File: config.mk
export PLATFORM = sky130hd
export DESIGN_NAME = keydec4to16
export DESIGN_NICKNAME = d
export VERILOG_FILES = /design/src/rtl/keydec_pkg.sv /design/src/rtl/sync_edge.sv /design/src/rtl/keydec4to16.sv
export SDC_FILE = /design/constraint.sdc
export NUM_CORES = 1
export LEC_CHECK = 0
export CAP_MARGIN = 20
export CORE_AREA = 3 3 77 79
export CTS_BUF_LIST = sky130_fd_sc_hd__clkbuf_4
export DETAILED_ROUTE_END_ITERATION = 8
export DIE_AREA = 0 0 80 82
export GPL_ROUTABILITY_DRIVEN = 0
export HOLD_SLACK_MARGIN = 0.1
export PLACE_DENSITY = 0.79
export SYNTH_ARGS = -nofsm -noshare
export SYNTH_HDL_FRONTEND = slang
export SYNTH_SLANG_ARGS = --single-unit
File: constraint.sdc
create_clock -name hz100 -period 1.6 [get_ports hz100]
set_input_delay 0.24 -clock hz100 [delete_from_list [all_inputs] [get_ports hz100]]
set_output_delay 0.24 -clock hz100 [all_outputs]
set_load 0.1 [all_outputs]
File: src/rtl/keydec_pkg.sv
// rtl/keydec_pkg.sv - shared types and constants for the key decoder
package keydec_pkg;

  typedef enum logic [1:0] {
    ST_IDLE     = 2'd0,
    ST_HOLD     = 2'd1,
    ST_WAIT_REL = 2'd2
  } state_t;

  localparam int unsigned HOLD_DEFAULT = 100;

  function automatic logic [15:0] decode4(input logic [3:0] c);
    decode4 = 16'h0001 << c;
  endfunction

endpackage

File: src/rtl/sync_edge.sv
// rtl/sync_edge.sv - two-flop synchronizer for strobe+code with strobe edge detect
module sync_edge (
  input  logic       clk,
  input  logic       rst_n,
  input  logic       strobe_i,
  input  logic [3:0] code_i,
  output logic [3:0] code_o,
  output logic       rise,
  output logic       fall,
  output logic       level
);

  logic [4:0] s1_q, s1_d;
  logic [4:0] s2_q, s2_d;
  logic       s3_q, s3_d;

  always_comb begin
    s1_d = {strobe_i, code_i};
    s2_d = s1_q;
    s3_d = s2_q[4];
  end

  always_ff @(posedge clk or negedge rst_n) begin
    if (!rst_n) begin
      s1_q <= '0;
      s2_q <= '0;
      s3_q <= 1'b0;
    end else begin
      s1_q <= s1_d;
      s2_q <= s2_d;
      s3_q <= s3_d;
    end
  end

  // Code is taken from the s2 stage so it lines up with the detected edge.
  assign code_o = s2_q[3:0];
  assign level  = s2_q[4];
  assign rise   = s2_q[4] & ~s3_q;
  assign fall   = ~s2_q[4] & s3_q;

endmodule

File: src/rtl/keydec4to16.sv
// rtl/keydec4to16.sv - key code to timed one-hot pulse with press counter and history
module keydec4to16
  import keydec_pkg::*;
#(
  parameter int unsigned HOLD = HOLD_DEFAULT
) (
  input  logic        hz100,
  input  logic        reset,
  input  logic [3:0]  code,
  input  logic        strobe,
  output logic [15:0] onehot,
  output logic        active,
  output logic [3:0]  last,
  output logic [7:0]  count,
  output logic [15:0] hist
);

  localparam logic [7:0] RELOAD = 8'(HOLD - 1);

  logic [3:0] code_s;
  logic       rise, fall, level;

  sync_edge u_sync (
    .clk      (hz100),
    .rst_n    (reset),
    .strobe_i (strobe),
    .code_i   (code),
    .code_o   (code_s),
    .rise     (rise),
    .fall     (fall),
    .level    (level)
  );

  state_t      state_q, state_d;
  logic [7:0]  timer_q, timer_d;
  logic [15:0] onehot_q, onehot_d;
  logic        active_q, active_d;
  logic [3:0]  last_q, last_d;
  logic [7:0]  count_q, count_d;
  logic [15:0] hist_q, hist_d;

  always_comb begin
    state_d  = state_q;
    timer_d  = timer_q;
    onehot_d = onehot_q;
    active_d = active_q;
    last_d   = last_q;
    count_d  = count_q;
    hist_d   = hist_q;

    // A rise wins over timer expiry, which makes re-presses retrigger the pulse.
    if (rise && state_q != ST_WAIT_REL) begin
      state_d  = ST_HOLD;
      timer_d  = RELOAD;
      onehot_d = decode4(code_s);
      active_d = 1'b1;
      last_d   = code_s;
      count_d  = count_q + 8'd1;
      hist_d   = {hist_q[11:0], code_s};
    end else begin
      case (state_q)
        ST_HOLD: begin
          if (timer_q != 8'd0) begin
            timer_d = timer_q - 8'd1;
          end else begin
            onehot_d = '0;
            active_d = 1'b0;
            state_d  = level ? ST_WAIT_REL : ST_IDLE;
          end
        end
        ST_WAIT_REL: begin
          if (fall) state_d = ST_IDLE;
        end
        default: state_d = ST_IDLE;
      endcase
    end
  end

  always_ff @(posedge hz100 or negedge reset) begin
    if (!reset) begin
      state_q  <= ST_IDLE;
      timer_q  <= '0;
      onehot_q <= '0;
      active_q <= 1'b0;
      last_q   <= '0;
      count_q  <= '0;
      hist_q   <= '0;
    end else begin
      state_q  <= state_d;
      timer_q  <= timer_d;
      onehot_q <= onehot_d;
      active_q <= active_d;
      last_q   <= last_d;
      count_q  <= count_d;
      hist_q   <= hist_d;
    end
  end

  assign onehot = onehot_q;
  assign active = active_q;
  assign last   = last_q;
  assign count  = count_q;
  assign hist   = hist_q;

endmodule

==> impl_results.md <==
- Status: finished, violations left
- Failing checks: negative setup slack
- Final WS setup: -62.36 ps
- Worst-case vdd ir drop: between 1 and 1.5 mV
- Pre-antenna DRT Iters: 4
- Slew at the pin with the worst max-slew slack: 484.0 ps
- Slew Limit Fails: 0
- Most frequent cells in the layout: 69 x nand2_1, 56 x dfrtp_1, 48 x buf_12
- Die Footprint: between 6000 and 7000 um^2
- Clk sinks: a little over 60
- Die width: about 80 um
- Slew headroom: 67.73%
- Clock Latency Late Sink: between 400 and 500 ps
- Top_reg_cell synth: dfrtp_1
- Hold Fails Final Rpt: 0
- Post-DR wirelength/cell: 15.11 um
- Max clock buf depth: 2
- Routed vias/inst: 5.107
- EDFF count, synth: 0
- Critical path type: reg -> reg
- Crit-path max FO: 16
- Fillers: ~360
- Commonest non-fill, non-tap cell in the layout: nand2_1
- Top delay family on crit path: buffers and inverters
- Seq/Total Area, Yosys: 62.28%
- Number of global-route vias before repair: roughly 1,900
- Most area-consuming cells after synthesis: dfrtp_1 62%, nand2_1 10%, o21ai_0 2.8%
- Post-route minimum period: about 1700 ps
- Vias: between 1,500 and 2,000
- Syn Inst Count: roughly 230
- Pwr Density: around 1500 nW/um^2
- FF+latch count, synth: 62
- Crit path max-delay cell type: dfrtp_1
- Final nets: ~320
- Initial antenna violation count: 0
- Cts bufs inserted: 9
- Root Buffer: clkbuf_4
- CP startpoint kind: flip-flop
- Worst EP arrival: a little under 2000 ps
- GRT Total Usage: a little under a fifth
- Largest net degree at the start of global routing: 27
- Io pins: 52
- N_diodes: 0
- Crit end category: flip-flop
- CTS tree: yes
- Rows: 27
- Worst path max stage delay: 430 ps
- Final setup vio count: 9
- GRT overflow: 0
- Yosys cell types: 37
- Die Ht: between 80 and 90 um
- Total core area: ~5400 um^2
- Cell chain of the critical path: inv_2 > ha_1 > nor4b_4 > buf_4 > a32oi_2 > buf_12 > a32o_1
- Final std cells w/o fill: 382
- H-tree levels: 3
- FFs w/ async S/R, synth: 100.0%
- Synth top area share: between 60 and 70%
- Mapped Nets: around 240
- Clk slew on worst S/H paths: 120 ps
- Hold WC Path Type: in -> reg
- Residual DRC count: 0
- Lkg Pwr: 1.768 nW
- Place WS: -136.4 ps
- Initial Util: 46.09%
- Tcrit/Tclk final: 103.9%
- Antenna-violating nets left: 0
- RSZ-0062 raised after global routing: yes
- YS warnings: 0
- WP data required: 1890 ps
- CP bufs+invs: 3
- Leading area contributor after synthesis: dfrtp_1
- Final core occ: between 70% and 80%
- I/O Buffers: 51
- Max-cap violations: 0
- Mapped Area: about 2500 um^2
- Placed cells: 360
- Synthesis-to-layout area growth: 56.71%
- Wire length of the first global-routing pass: just over 9 mm
- Layout cells sized above 1: 34.19%
- Initial DRC count: between 90 and 100
- Hpwl dp: 4.001 mm
- Syn Area/Cell: between 10 and 15 um^2
- Peak Freq: approximately 600 MHz
- Worst Skew: approximately 17 ps
- WL final: around 5.8 mm
## report_power, final
group          internal [W]  switching, W
sequential          0.00181      0.000350
clock              0.000622      0.000582
combinational       0.00101       0.00165
## kinds of logic (layout without fill, tap and decap cells)
family                   Yosys count  after routing  synth area share, %
AO/OA/AOI/OAI                     33             33                8.991
AND/OR/NAND/NOR                  107            107                20.69
adder cells (fa/ha/maj)            3              3                1.507
buffers and inverters             17             96                3.315
XOR/XNOR                           8              8                2.813
multiplexers                       1              1               0.4018
flip-flops                        62             62                62.28
## state kept, by name, indices dropped and copies added, names as in the netlist
signal / flops
onehot: 16
state_q: 2
u_sync.s2_q: 5
u_sync.s3_q: 1
last: 3
active: 1
u_sync.s1_q: 5
timer_q: 8
hist: 13
count: 8
## worst paths after layout
kind,startpoint,end,slack [ps],depth (start not counted)
min in group asynchronous,reset,timer_q[3]$_DFFE_PN0P_,330,2
max,timer_q[1]$_DFFE_PN0P_,onehot[1]$_DFFE_PN0P_,-60,7
max in group asynchronous,reset,count[0]$_DFFE_PN0P_,760,3
min reg2reg,u_sync.s1_q[3]$_DFF_PN0_,u_sync.s2_q[3]$_DFF_PN0_,360,0
max reg2reg,timer_q[1]$_DFFE_PN0P_,onehot[1]$_DFFE_PN0P_,-60,7
min,code[2],u_sync.s1_q[2]$_DFF_PN0_,270,1
## cell type report
| class | count | area, um^2 | share of cell area [%] |
|---|---|---|---|
| clock inverter | 7 | 88.84 | 2.276 |
| inverter | 5 | 18.77 | 0.4808 |
| clock buffer | 9 | 67.56 | 1.731 |
| tap | 72 | 90.09 | 2.308 |
| multi-input combinational | 152 | 892.1 | 22.85 |
| sequential | 62 | 1559 | 39.94 |
| timing repair buffer | 75 | 1187 | 30.42 |
## cells in the mapped netlist, types with 2 or more instances
cell type and n:
dfrtp_1 62, a31oi_1 3, inv_1 5, buf_2 3, nand2b_1 3, ha_1 3, o21ai_0 14, a32o_1 4
nor2_1 6, a21oi_1 3, buf_4 4, nand3_1 6, nand4_1 2, clkbuf_1 4, a31o_2 2, nor3_1 6
nand2_1 69, nor4b_2 2, nand3b_1 3, xnor2_1 7, o31ai_1 4
## per-stage QoR
| stage | setup TNS (ps) | cell area (um^2) | total power [W] | hold slack, ps |
|---|---|---|---|---|
| 2_1_floorplan | -398.9 | 2501 | 0.003653 | -55.59 |
| 3_3_place_gp | -384.1 | 3656 | 0.004675 | 215.9 |
| 3_5_place_dp | -627.0 | 3656 | 0.004735 | 233.0 |
| 4_1_cts | 0 | 3851 | 0.005983 | 235.6 |
| 5_1_grt | -1766 | 3904 | 0.006258 | 233.8 |
| 6_report | -303.9 | 3904 | 0.006020 | 270.6 |
## metal layers
layer  vias to the layer above  routed length, um  global-route usage, %
li1                        925                  -                      -
met5                         -                  0                      0
met4                         0                 51                  7.432
met2                        62               3075                  30.63
met1                       956               2363                  23.80
met3                         8                280                  6.250
## repair_timing
action                                 4_1_cts  5_1_grt
endpoints found under the hold margin       16        0
pin swaps                                    1        1
hold buffers                                 1        0
gates cloned                                 0        0
resized for setup                            3        9
setup buffers                                2        3
setup endpoints to repair                   23       36
Note: power is estimated with default switching activity, not from simulation.
